`config.mk`:
```
export PLATFORM = sky130hd
export DESIGN_NAME = uart_rx_mmio_flat
export DESIGN_NICKNAME = d
export VERILOG_FILES = /design/src/rtl/uart_rx_mmio_if.sv /design/src/rtl/uart_rx_mmio.sv /design/src/flat_wrapper.sv
export SDC_FILE = /design/constraint.sdc
export NUM_CORES = 1
export LEC_CHECK = 0
export ABC_AREA = 0
export BUFFER_PORTS_ARGS = -buffer_cell sky130_fd_sc_hd__buf_2
export CORE_MARGIN = 2
export CORE_UTILIZATION = 30
export DETAILED_ROUTE_END_ITERATION = 8
export GPL_ROUTABILITY_DRIVEN = 0
export GPL_TIMING_DRIVEN = 0
export SYNTH_ARGS = -nofsm -noshare
export SYNTH_HDL_FRONTEND = slang
export SYNTH_SLANG_ARGS = --single-unit
```
`constraint.sdc`:
```
create_clock -name clk -period 10.6 [get_ports clk]
set_clock_uncertainty 0.15 [all_clocks]
set_input_delay 0.53 -clock clk [delete_from_list [all_inputs] [get_ports clk]]
set_output_delay 0.53 -clock clk [all_outputs]
set_load 0.005 [all_outputs]
```
`src/rtl/uart_rx_mmio_if.sv`:
```
// rtl/uart_rx_mmio_if.sv - MMIO access bus between hart IO region and uart_rx_mmio
//
// Purpose: groups the single-cycle MMIO strobe bus of the UART receiver.
// Signals:
//   io_en     access strobe, one cycle per access
//   io_we     1 = write, 0 = read (valid with io_en)
//   io_addr   byte offset within the block, word aligned
//   io_wdata  write data
//   io_rdata  read data, valid the cycle after a read strobe
`timescale 1ns/1ps
interface uart_rx_mmio_if;
    logic        io_en;
    logic        io_we;
    logic [3:0]  io_addr;
    logic [31:0] io_wdata;
    logic [31:0] io_rdata;

    modport master (
        output io_en,
        output io_we,
        output io_addr,
        output io_wdata,
        input  io_rdata
    );

    modport slave (
        input  io_en,
        input  io_we,
        input  io_addr,
        input  io_wdata,
        output io_rdata
    );
endinterface

```
`src/rtl/uart_rx_mmio.sv`:
```
// rtl/uart_rx_mmio.sv - 8N1 UART receiver with RX FIFO, MMIO registers and level IRQ
//
// Purpose: deserialises 8N1 frames from uart_rx into a FIFO that the hart polls
// through MMIO registers; raises a level interrupt when data or errors are pending.
// Ports:
//   clk      system clock
//   rst      synchronous active-high reset
//   uart_rx  asynchronous serial input, idle high
//   bus      MMIO slave port (io_en/io_we/io_addr/io_wdata in, io_rdata out)
//   irq      registered level interrupt request
// Registers:
//   0x0 RXDATA (R, pops)  0x4 STATUS (R)  0x8 CTRL (R/W)  0xC CLR (W)
`timescale 1ns/1ps
module uart_rx_mmio #(
    parameter int CLKS_PER_BIT = 868,
    parameter int FIFO_DEPTH   = 8
) (
    input  logic            clk,
    input  logic            rst,
    input  logic            uart_rx,
    uart_rx_mmio_if.slave   bus,
    output logic            irq
);

    localparam int AW = $clog2(FIFO_DEPTH);
    localparam int CW = AW + 1;
    localparam int BW = $clog2(CLKS_PER_BIT);

    localparam logic [BW-1:0] HALF_RELOAD = BW'(CLKS_PER_BIT / 2 - 1);
    localparam logic [BW-1:0] FULL_RELOAD = BW'(CLKS_PER_BIT - 1);

    localparam logic [3:0] ADDR_RXDATA = 4'h0;
    localparam logic [3:0] ADDR_STATUS = 4'h4;
    localparam logic [3:0] ADDR_CTRL   = 4'h8;
    localparam logic [3:0] ADDR_CLR    = 4'hC;

    typedef enum logic [2:0] {
        S_IDLE,
        S_START,
        S_DATA,
        S_STOP,
        S_WAITHI
    } state_t;

    // ------------------------------------------------------------------
    // Input synchroniser; resets to the idle (high) line level
    // ------------------------------------------------------------------
    logic [1:0] sync_q;
    logic       rx_s;

    always_ff @(posedge clk) begin
        if (rst) sync_q <= 2'b11;
        else     sync_q <= {sync_q[0], uart_rx};
    end

    assign rx_s = sync_q[1];

    // ------------------------------------------------------------------
    // Declarations
    // ------------------------------------------------------------------
    state_t          state_q, state_d;
    logic [BW-1:0]   cnt_q, cnt_d;
    logic [2:0]      bit_q, bit_d;
    logic [7:0]      shreg_q, shreg_d;
    logic            cnt_zero;

    logic            load_half, load_full, shift_en, push, ferr_set;

    logic [7:0]      mem_q [FIFO_DEPTH];
    logic [AW-1:0]   wr_ptr_q, wr_ptr_d, rd_ptr_q, rd_ptr_d;
    logic [CW-1:0]   count_q, count_d;
    logic            ne, full, pop, push_ok, ovr_set;

    logic [1:0]      ctrl_q, ctrl_d;
    logic            ovr_q, ovr_d, ferr_q, ferr_d;
    logic [31:0]     rdata_q, rdata_d;
    logic            irq_q, irq_d;

    logic            rd_access, wr_access, clr_wr;
    logic            unused_wdata;

    assign cnt_zero = (cnt_q == '0);

    // ------------------------------------------------------------------
    // FSM: state register
    // ------------------------------------------------------------------
    always_ff @(posedge clk) begin
        if (rst) state_q <= S_IDLE;
        else     state_q <= state_d;
    end

    // ------------------------------------------------------------------
    // FSM: next-state logic
    // ------------------------------------------------------------------
    always_comb begin
        state_d = state_q;
        case (state_q)
            S_IDLE:   if (ctrl_q[0] && !rx_s) state_d = S_START;
            S_START:  if (cnt_zero) state_d = rx_s ? S_IDLE : S_DATA;
            S_DATA:   if (cnt_zero && bit_q == 3'd7) state_d = S_STOP;
            S_STOP:   if (cnt_zero) state_d = rx_s ? S_IDLE : S_WAITHI;
            S_WAITHI: if (rx_s) state_d = S_IDLE;
            default:  state_d = S_IDLE;
        endcase
    end

    // ------------------------------------------------------------------
    // FSM: outputs (datapath controls)
    // ------------------------------------------------------------------
    always_comb begin
        load_half = 1'b0;
        load_full = 1'b0;
        shift_en  = 1'b0;
        push      = 1'b0;
        ferr_set  = 1'b0;
        case (state_q)
            S_IDLE:  load_half = ctrl_q[0] & ~rx_s;
            S_START: load_full = cnt_zero & ~rx_s;
            S_DATA: begin
                shift_en  = cnt_zero;
                load_full = cnt_zero;
            end
            S_STOP: begin
                push     = cnt_zero & rx_s;
                ferr_set = cnt_zero & ~rx_s;
            end
            default: ;
        endcase
    end

    // ------------------------------------------------------------------
    // Baud counter, bit index and shift register
    // ------------------------------------------------------------------
    always_comb begin
        cnt_d = cnt_q;
        if (load_half)      cnt_d = HALF_RELOAD;
        else if (load_full) cnt_d = FULL_RELOAD;
        else if (!cnt_zero) cnt_d = cnt_q - BW'(1);

        // Bit index only advances while in DATA; any other state rearms it at 0.
        bit_d = 3'd0;
        if (state_q == S_DATA) bit_d = shift_en ? bit_q + 3'd1 : bit_q;

        shreg_d = shift_en ? {rx_s, shreg_q[7:1]} : shreg_q;
    end

    always_ff @(posedge clk) begin
        if (rst) begin
            cnt_q   <= '0;
            bit_q   <= 3'd0;
            shreg_q <= 8'h00;
        end else begin
            cnt_q   <= cnt_d;
            bit_q   <= bit_d;
            shreg_q <= shreg_d;
        end
    end

    // ------------------------------------------------------------------
    // RX FIFO
    // ------------------------------------------------------------------
    assign rd_access = bus.io_en & ~bus.io_we;
    assign wr_access = bus.io_en &  bus.io_we;
    assign clr_wr    = wr_access & (bus.io_addr == ADDR_CLR);

    assign ne   = (count_q != '0);
    assign full = (count_q == CW'(FIFO_DEPTH));
    assign pop  = rd_access & (bus.io_addr == ADDR_RXDATA) & ne;

    // A pop in the same cycle frees a slot, so a push into a full FIFO still lands.
    assign push_ok = push & (~full | pop);
    assign ovr_set = push & full & ~pop;

    always_comb begin
        wr_ptr_d = push_ok ? wr_ptr_q + AW'(1) : wr_ptr_q;
        rd_ptr_d = pop     ? rd_ptr_q + AW'(1) : rd_ptr_q;
        count_d  = count_q;
        if (push_ok && !pop)      count_d = count_q + CW'(1);
        else if (!push_ok && pop) count_d = count_q - CW'(1);
    end

    always_ff @(posedge clk) begin
        if (rst) begin
            wr_ptr_q <= '0;
            rd_ptr_q <= '0;
            count_q  <= '0;
        end else begin
            wr_ptr_q <= wr_ptr_d;
            rd_ptr_q <= rd_ptr_d;
            count_q  <= count_d;
        end
    end

    always_ff @(posedge clk) begin
        if (push_ok) mem_q[wr_ptr_q] <= shreg_q;
    end

    // ------------------------------------------------------------------
    // Registers, read mux and interrupt
    // ------------------------------------------------------------------
    always_comb begin
        ctrl_d = ctrl_q;
        if (wr_access && bus.io_addr == ADDR_CTRL) ctrl_d = bus.io_wdata[1:0];

        // A new error event in the same cycle as its clear keeps the flag set.
        ovr_d  = ovr_set  | (ovr_q  & ~(clr_wr & bus.io_wdata[2]));
        ferr_d = ferr_set | (ferr_q & ~(clr_wr & bus.io_wdata[3]));

        rdata_d = 32'h0;
        if (rd_access) begin
            case (bus.io_addr)
                ADDR_RXDATA: rdata_d = {24'h0, ne ? mem_q[rd_ptr_q] : 8'h00};
                ADDR_STATUS: rdata_d = {23'h0, 5'(count_q), ferr_q, ovr_q, full, ne};
                ADDR_CTRL:   rdata_d = {30'h0, ctrl_q};
                default:     rdata_d = 32'h0;
            endcase
        end

        irq_d = ctrl_q[1] & (ne | ovr_q | ferr_q);
    end

    always_ff @(posedge clk) begin
        if (rst) begin
            ctrl_q  <= 2'b00;
            ovr_q   <= 1'b0;
            ferr_q  <= 1'b0;
            rdata_q <= 32'h0;
            irq_q   <= 1'b0;
        end else begin
            ctrl_q  <= ctrl_d;
            ovr_q   <= ovr_d;
            ferr_q  <= ferr_d;
            rdata_q <= rdata_d;
            irq_q   <= irq_d;
        end
    end

    assign bus.io_rdata = rdata_q;
    assign irq          = irq_q;

    // Write data above bit 3 has no register behind it.
    assign unused_wdata = ^bus.io_wdata[31:4];

endmodule

```
`src/flat_wrapper.sv`:
```
// flat-port wrapper written by rule: the top's interface ports become plain ports
module uart_rx_mmio_flat 
#(
    parameter int CLKS_PER_BIT = 868,
    parameter int FIFO_DEPTH   = 8
)
  (clk, rst, uart_rx, irq, bus_io_en, bus_io_we, bus_io_addr, bus_io_wdata, bus_io_rdata);
  uart_rx_mmio_if bus_i ();
  input  logic clk;
  input  logic rst;
  input  logic uart_rx;
  output logic irq;
  input wire logic [$bits(bus_i.io_en)-1:0] bus_io_en;
  input wire logic [$bits(bus_i.io_we)-1:0] bus_io_we;
  input wire logic [$bits(bus_i.io_addr)-1:0] bus_io_addr;
  input wire logic [$bits(bus_i.io_wdata)-1:0] bus_io_wdata;
  output wire logic [$bits(bus_i.io_rdata)-1:0] bus_io_rdata;
  assign bus_i.io_en = bus_io_en;
  assign bus_i.io_we = bus_io_we;
  assign bus_i.io_addr = bus_io_addr;
  assign bus_i.io_wdata = bus_io_wdata;
  assign bus_io_rdata = bus_i.io_rdata;
  uart_rx_mmio #(.CLKS_PER_BIT(CLKS_PER_BIT), .FIFO_DEPTH(FIFO_DEPTH)) u_core (.clk(clk), .rst(rst), .uart_rx(uart_rx), .bus(bus_i), .irq(irq));
endmodule
```
==> results.md, run 1 <==
- Initial Utilization: 0.303
- Setup TNS Final: 0 ns
- Post-detailed-route wirelength per cell: 15.1 um
- FMAX: 269 MHz
- Leading register cell type out of synthesis: sky130_fd_sc_hd__edfxtp_1
- Total track usage: 0.126
- Root Buffer Master: sky130_fd_sc_hd__clkbuf_16
- Worst path required time: 10.74 ns
- Top cell types by occurrence after synthesis: sky130_fd_sc_hd__edfxtp_1, sky130_fd_sc_hd__dfxtp_1, sky130_fd_sc_hd__nor2_1
- Pre-antenna DRT Iters: 4
- Via count of the first global-routing pass: 3138
- Number of clock buffers inserted by TritonCTS: 17
- Clock transition at the registers of the reported paths: 0.06 ns
- Outcome: finished, final reports clean
- Final count of hold timing violations: 0
- Mux contribution to synthesized area: 0.123
- Setup crit start kind: flip-flop
- Pin count of the biggest net entering global routing: 17
- Clk network pwr share: 0.457
- Pins Over Slew Limit: 0
- Crit path cell chain: inv_1 > ha_1 > or4b_1 > nor4_4 > nand2_1 > inv_1 > ha_1 > inv_1 > ha_1 > a21o_1 > a21oi_1 > mux2i_1 > mux2_2
- Combinational power share: 0.125
- Power spent charging and discharging nets: 310 uW
- Netlist area before placement: 4970 sq um
- Seq/Total Area, Yosys: 0.596
- Smallest hold slack: 0.156 ns
- ANT nets after route: 0
- Crit path max-delay cell type: sky130_fd_sc_hd__or4b_1
- Minimum clock period: 3.71 ns
- Worst ir drop on vdd: 0.000118 V
- HPWL reported at the end of detailed placement: 7.09 mm
- Maximum capacitance violations: 0
- Share of power burned in registers: 0.418
- Detailed router's first-iteration violation count: 158
- Critical path class: flip-flop to flip-flop
- Std-Cell Rows: 47
- Cell type with the highest aggregate area in the netlist: sky130_fd_sc_hd__edfxtp_1
- Cts-stage hold buffer count: 0
- Worst Path Arrival: 3.86 ns
- Synthesized area per cell: 13.1 sq um
- Unrepaired setup endpoints after global routing: no
- Most instantiated library cell after synthesis: sky130_fd_sc_hd__edfxtp_1
- Async SR Flop Fraction: 0
- Vertical extent of the die: 133 um
- Total core area: 16400 sq um
- Finish-stage setup viols: 0
- Largest delay share family, worst path: simple AND/OR/NAND/NOR gates
- TritonCTS clock tree: done
- Area growth, synth to finish: 21.8%
- Flip-flop and latch count after synthesis: 116
- Number of distinct standard cells referenced by the synthesized netlist: 56
- Max Buffers Root-to-Sink: 2
- DR DRC count: 0
- Internal power: 905 uW
- Number of antenna violations at the first check in global routing: 0
- Reported leakage power: 0.00218 uW
- Combinational family with the most area after synthesis: simple AND/OR/NAND/NOR gates
- Fraction of synthesized cell area in xor and xnor cells: 0.0106
- Post-synthesis adder-cell area fraction: 0.0267
- Maximum level of the CTS H-tree: 4
- Compound-gate portion of the synthesized area: 0.0524
- Total die area: 17600 sq um
- Synth Area in Simple Gates: 0.134
- Yosys synthesis warning count: 0
- Worst slew margin relative to its limit: 0.388
- Count of nets after finishing: 494
- Number of enable-type register cells in the synthesized netlist: 64
- Share of the clock period used by the worst path: 0.350
- Net switching share of the total power: 0.255
- First-pass GRT wire length: 16.7 mm
- Count of mapped cells out of synthesis: 379
- Power Density: 201 nW/um^2
- Vias per Instance: 4.51
- Share of post-route cells with drive strength above 1: 0.254
- Total grt overflow: 0
- Number of buffers inserted by post-CTS setup repair: 0
- Width of the chip: 133 um
- Critical path capture point type: flip-flop
- Clock network latency to the later pin of the worst-skew pair: 0.41 ns
- Top-level I/O count: 74
- Clock sink count: 116
- Slowest cell delay on critical path: 0.60 ns
- I/O Buffers: 21
- Count of inserted antenna diode cells: 0
- Top fanout value on the critical path: 5
- Gates resized, CTS repair: 0
- Biggest area contributors in the synthesized netlist: sky130_fd_sc_hd__edfxtp_1, sky130_fd_sc_hd__dfxtp_1, sky130_fd_sc_hd__mux4_2
- Final wirelength: 10.2 mm
- Share of Yosys cell area claimed by the top area cell type: 0.387
- Number of buffers and inverters on the critical path: 3
- Slew of the pin with the lowest slew margin: 0.915 ns
- Worst hold path type: input pin to flip-flop
- Via count: 3052
==> final cells by class <==
type | count | area [sq um]
Multi-Input combinational cell | 239 | 1840
Tap cell | 220 | 275
Timing Repair Buffer | 22 | 113
Sequential cell | 116 | 2960
Inverter | 7 | 26.3
Clock inverter | 14 | 154
Buffer | 40 | 253
Clock buffer | 18 | 429
Fill cell | 1564 | 10400
==> power groups by stage <==
stage          clock (uW)  combinational [uW]  sequential (uW)
6_report              555                 152              508
3_3_place_gp            0                 145              515
5_1_grt               589                 169              511
2_1_floorplan           0                 124              511
4_1_cts               568                 152              508
3_5_place_dp            0                 151              517
==> sequential cells by signal, summed over array words and instances (netlist names), named ones only <==
register	count
u_core.rd_ptr_q	3
u_core.ovr_q	1
u_core.mem_q	64
u_core.wr_ptr_q	3
u_core.sync_q	2
u_core.ferr_q	1
u_core.irq	1
u_core.bit_q	3
u_core.ctrl_q	2
u_core.state_q	3
u_core.count_q	4
u_core.bus.io_rdata	8
u_core.shreg_q	8
u_core.cnt_q	10
==> metrics by stage <==
step	cell area, sq um	power (uW)	std cells	worst slack (ns)	util
floorplan	5050	635	402	7.25	-
global placement	5440	660	643	6.63	0.331
detailed placement	5470	668	644	6.87	0.333
CTS	6050	1230	676	6.86	0.369
global route	6050	1270	676	6.66	0.369
finish	6050	1220	676	6.89	0.369
==> worst paths after layout <==
path	from	endpoint	slack (ns)	cells after the start
hold reg to reg	u_core.sync_q[0]$_SDFF_PP1_	u_core.sync_q[1]$_SDFF_PP1_	0.27	1
setup reg to reg	u_core.cnt_q[0]$_SDFFE_PP0P_	u_core.count_q[3]$_SDFFE_PP0P_	6.89	13
hold / removal	uart_rx	u_core.sync_q[0]$_SDFF_PP1_	0.16	2
setup / recovery	u_core.cnt_q[0]$_SDFFE_PP0P_	u_core.count_q[3]$_SDFFE_PP0P_	6.89	13
==> layer usage <==
layer	share of wire	track usage
met1	0.47	0.154
met2	0.50	0.212
met3	0.034	0.0372
met4	0.0026	0.0466
met5	0	0
==> logic make-up after synthesis <==
family | Yosys count
other | 1
and+or+nand+nor | 118
xor gates and xnor gates | 6
buffers and inverters | 47
adders and majority gates | 10
AOI/OAI and AO/OA | 40
muxes | 41
DFF | 116
==> worst reg2reg max path, stage by stage, from the launching register on <==
cell	delay [ns]
sky130_fd_sc_hd__dfxtp_1	0.33
sky130_fd_sc_hd__inv_1	0.10
sky130_fd_sc_hd__ha_1	0.16
sky130_fd_sc_hd__or4b_1	0.60
sky130_fd_sc_hd__nor4_4	0.37
sky130_fd_sc_hd__nand2_1	0.25
sky130_fd_sc_hd__inv_1	0.19
sky130_fd_sc_hd__ha_1	0.19
sky130_fd_sc_hd__inv_1	0.09
sky130_fd_sc_hd__ha_1	0.28
sky130_fd_sc_hd__a21o_1	0.18
sky130_fd_sc_hd__a21oi_1	0.16
sky130_fd_sc_hd__mux2i_1	0.21
sky130_fd_sc_hd__mux2_2	0.34
==> cell usage in the layout (no fill, tap or decap), types with 3 or more instances in the layout <==
cell type                    synthesis  layout
sky130_fd_sc_hd__or2_2               3       3
sky130_fd_sc_hd__mux2i_1            23      23
sky130_fd_sc_hd__clkinvlp_4          0       5
sky130_fd_sc_hd__nand4_1             4       4
sky130_fd_sc_hd__edfxtp_1           64      64
sky130_fd_sc_hd__buf_2               1      22
sky130_fd_sc_hd__o21ai_0            10      10
sky130_fd_sc_hd__dfxtp_1            52      52
sky130_fd_sc_hd__a31oi_1             3       3
sky130_fd_sc_hd__mux4_2             16      16
sky130_fd_sc_hd__nor2_1             35      35
sky130_fd_sc_hd__nor3_2              1       5
sky130_fd_sc_hd__a21oi_1             9       9
sky130_fd_sc_hd__inv_6               0       3
sky130_fd_sc_hd__buf_4              25      26
sky130_fd_sc_hd__nand2_1            18      18
sky130_fd_sc_hd__nor3b_1             3       3
sky130_fd_sc_hd__or3b_2              3       3
sky130_fd_sc_hd__conb_1              1      24
sky130_fd_sc_hd__clkbuf_1           10      11
sky130_fd_sc_hd__nand2b_1            9       9
sky130_fd_sc_hd__clkbuf_16           0      17
sky130_fd_sc_hd__xnor2_1             3       3
sky130_fd_sc_hd__or4_1               4       4
sky130_fd_sc_hd__ha_1                9       9
sky130_fd_sc_hd__or3_1               4       4
sky130_fd_sc_hd__inv_1               7       7
sky130_fd_sc_hd__clkinv_4            0       3
sky130_fd_sc_hd__nor3_1             11       7
sky130_fd_sc_hd__nor2b_1             5       5
sky130_fd_sc_hd__buf_1               3       3
sky130_fd_sc_hd__xor2_1              3       3
Power figures use the tool's default switching activity.
==> run 2, diff against run 1 <==
- clock period: 10.6 -> 3.79 ns (I/O delays scaled with it)
==> run 2 against run 1 <==
Highest routed layer unchanged. Final cell count increased by 0.59%. Flip-flop and latch count unchanged. First-iteration DRC count increased by 3.8%. Core utilization increased by 0.28 points. Clock power increased to 2.8 times the previous value. Sequential power increased to 2.8 times the previous value. Critical path type unchanged.
==> results.md, run 2 (synthesis results as in run 1) <==
- Outcome: finished, final reports clean
- Vias per Instance: 4.55 (+0.71%)
- Total die area: 17600 sq um (unchanged)
- FMAX: 283 MHz (+5.3%)
- Share of power burned in registers: 0.417 (about the same)
- Critical path capture point type: flip-flop
- Post-detailed-route wirelength per cell: 15.0 um (-0.31%)
- TritonCTS clock tree: done
- Setup slack, reg-to-reg: 0.26 ns (-6.62 ns)
- Top library cells by usage in the layout, fill and taps aside: sky130_fd_sc_hd__edfxtp_1, sky130_fd_sc_hd__dfxtp_1, sky130_fd_sc_hd__nor2_1
- Startpoint of the most critical register-to-register path: u_core.cnt_q[0]$_SDFFE_PP0P_
- Combinational power share: 0.128 (+0.003)
- ANT nets after route: 0 (unchanged)
- Finish-stage setup viols: 0 (unchanged)
- Number of clock buffers inserted by TritonCTS: 17 (unchanged)
- Layout Cells excl Fill: 680 (+0.59%)
- Total core area: 16400 sq um (unchanged)
- Largest registers in the final layout: u_core.mem_q (64), u_core.cnt_q (10)
- Power spent charging and discharging nets: 869 uW (+180%)
- Number of antenna violations at the first check in global routing: 0 (unchanged)
- Detailed router's first-iteration violation count: 164 (+3.8%)
- Hold path cells: 4 (+2)
- Width of the chip: 133 um (unchanged)
- Minimum clock period: 3.53 ns (-0.187 ns)
- Area growth, synth to finish: 22.7%
- Fillers: 1561 (-0.19%)
- Share of post-route cells with drive strength above 1: 0.257 (+0.00214)
- Count of nets after finishing: 498 (+0.81%)
- Worst Path Arrival: 3.67 ns (-0.19 ns)
- First-pass GRT wire length: 16.7 mm (about the same)
- Internal power: 2540 uW (+180%)
- Share of the clock period used by the worst path: 0.931 (+0.580)
- Worst hold path type: input pin to flip-flop
- Worst path required time: 3.93 ns (-6.81 ns)
- Root Buffer Master: sky130_fd_sc_hd__clkbuf_16
- Worst reg2reg path depth: 13 (unchanged)
- Std-Cell Rows: 47 (unchanged)
- Hold path endpoint: u_core.ovr_q$_SDFF_PP0_
- Maximum level of the CTS H-tree: 4 (unchanged)
- Clk network pwr share: 0.455 (-0.002)
- Clock network latency to the later pin of the worst-skew pair: 0.40 ns (about the same)
- Total track usage: 0.126 (unchanged)
- Net switching share of the total power: 0.255 (about the same)
- Slew of the pin with the lowest slew margin: 0.937 ns (+0.0216 ns)
- Setup crit start kind: flip-flop
- Via count: 3092 (+1.3%)
- Top fanout value on the critical path: 5 (unchanged)
- Commonest non-fill, non-tap cell in the layout: sky130_fd_sc_hd__edfxtp_1
- Setup TNS Final: 0 ns (unchanged)
- Top-level I/O count: 74 (unchanged)
- Pre-antenna DRT Iters: 5 (+1)
- Launch point of the critical path: u_core.cnt_q[0]$_SDFFE_PP0P_
- DR DRC count: 0 (unchanged)
- Final count of hold timing violations: 0 (unchanged)
- Clock sink count: 116 (unchanged)
- Max Buffers Root-to-Sink: 2 (unchanged)
- I/O Buffers: 21 (unchanged)
- Final wirelength: 10.2 mm (+0.28%)
- Number of buffers inserted by post-CTS setup repair: 0 (unchanged)
- Initial Utilization: 0.303 (unchanged)
- Smallest hold slack: 0.0165 ns (-0.139 ns)
- Maximum capacitance violations: 0 (unchanged)
- Worst ir drop on vdd: 0.000328 V (+180%)
- Flip-flop count of the largest register after layout: 64 (unchanged)
- Clock transition at the registers of the reported paths: 0.05 ns (about the same)
- Placed Instances: 644 (unchanged)
- Count of inserted antenna diode cells: 0 (unchanged)
- Vertical extent of the die: 133 um (unchanged)
- Pin count of the biggest net entering global routing: 17 (unchanged)
- Pins Over Slew Limit: 0 (unchanged)
- Critical path class: flip-flop to flip-flop
- Largest register by flop count: u_core.mem_q
- HP Start: bus_io_wdata[2]
- HPWL reported at the end of detailed placement: 7.09 mm (unchanged)
- Unrepaired setup endpoints after global routing: no
- Power Density: 559 nW/um^2 (+180%)
- Total grt overflow: 0 (unchanged)
- Via count of the first global-routing pass: 3138 (unchanged)
- End of the worst register-to-register path: u_core.count_q[3]$_SDFFE_PP0P_
- Reported leakage power: 0.00220 uW (+0.84%)
- Worst slew margin relative to its limit: 0.372 (-0.0156)
==> run 2: cell count changes in the layout (fill, tap and decap cells not counted), sizes merged <==
cell | previous run | this run
dlygate4sd3 | 0 | 4
==> run 2: area by class of cell <==
class,count,area (sq um),share of cell area
plain buffers,40,253,0.0414
well taps,220,275,0.0451
multi-input cells,239,1850,0.303
repair buffers,26,153,0.0250
clock inverters,14,154,0.0252
inverters,7,26.3,0.00431
clock buffers,18,429,0.0704
flip-flops and latches,116,2960,0.486
==> run 2: worst max-delay path, stage by stage (launching register included) <==
cell	delay, ns
sky130_fd_sc_hd__dfxtp_1	0.33
sky130_fd_sc_hd__inv_1	0.10
sky130_fd_sc_hd__ha_1	0.16
sky130_fd_sc_hd__or4b_4	0.53
sky130_fd_sc_hd__nor4_4	0.35
sky130_fd_sc_hd__nand2_2	0.18
sky130_fd_sc_hd__inv_1	0.16
sky130_fd_sc_hd__ha_1	0.18
sky130_fd_sc_hd__inv_1	0.09
sky130_fd_sc_hd__ha_1	0.28
sky130_fd_sc_hd__a21o_1	0.18
sky130_fd_sc_hd__a21oi_1	0.16
sky130_fd_sc_hd__mux2i_1	0.21
sky130_fd_sc_hd__mux2_2	0.34
==> run 2: worst max path at each step <==
stage,end,depth (start not counted)
after floorplan,u_core.count_q[3]$_SDFFE_PP0P_,13
after global placement,u_core.mem_q[0][0]$_DFFE_PP_,6
after detailed placement,u_core.count_q[3]$_SDFFE_PP0P_,13
after CTS,u_core.count_q[3]$_SDFFE_PP0P_,13
after global routing,u_core.count_q[3]$_SDFFE_PP0P_,13
final,u_core.count_q[3]$_SDFFE_PP0P_,13
==> run 2: power by group through the flow <==
stage / logic, uW / registers, uW / clock network, uW
CTS: 427 / 1420 / 1590
detailed placement: 423 / 1450 / 0
global placement: 406 / 1440 / 0
floorplan: 347 / 1430 / 0
finish: 435 / 1420 / 1550
global route: 482 / 1430 / 1650
==> run 2: timing repair <==
action	in CTS	in global routing
setup endpoints to repair	0	1
hold buffers	4	0
resized for setup	0	2
endpoints found under the hold margin	4	0
==> run 2: routing by layer <==
layer	track usage	share of wire	routed length [um]
met1	0.155	0.45	4610
met2	0.211	0.50	5080
met3	0.0364	0.052	531
met4	0.0466	0.0013	13
met5	0	0	0
==> run 2: through the flow <==
step | utilization | cell area, sq um | setup slack (ns) | total power (uW)
floorplan | - | 5050 | 0.443 | 1780
global placement | 0.331 | 5440 | -0.176 | 1850
detailed placement | 0.333 | 5470 | 0.0574 | 1870
CTS | 0.371 | 6090 | 0.0455 | 3440
global route | 0.372 | 6100 | 0.0390 | 3560
finish | 0.372 | 6100 | 0.262 | 3410
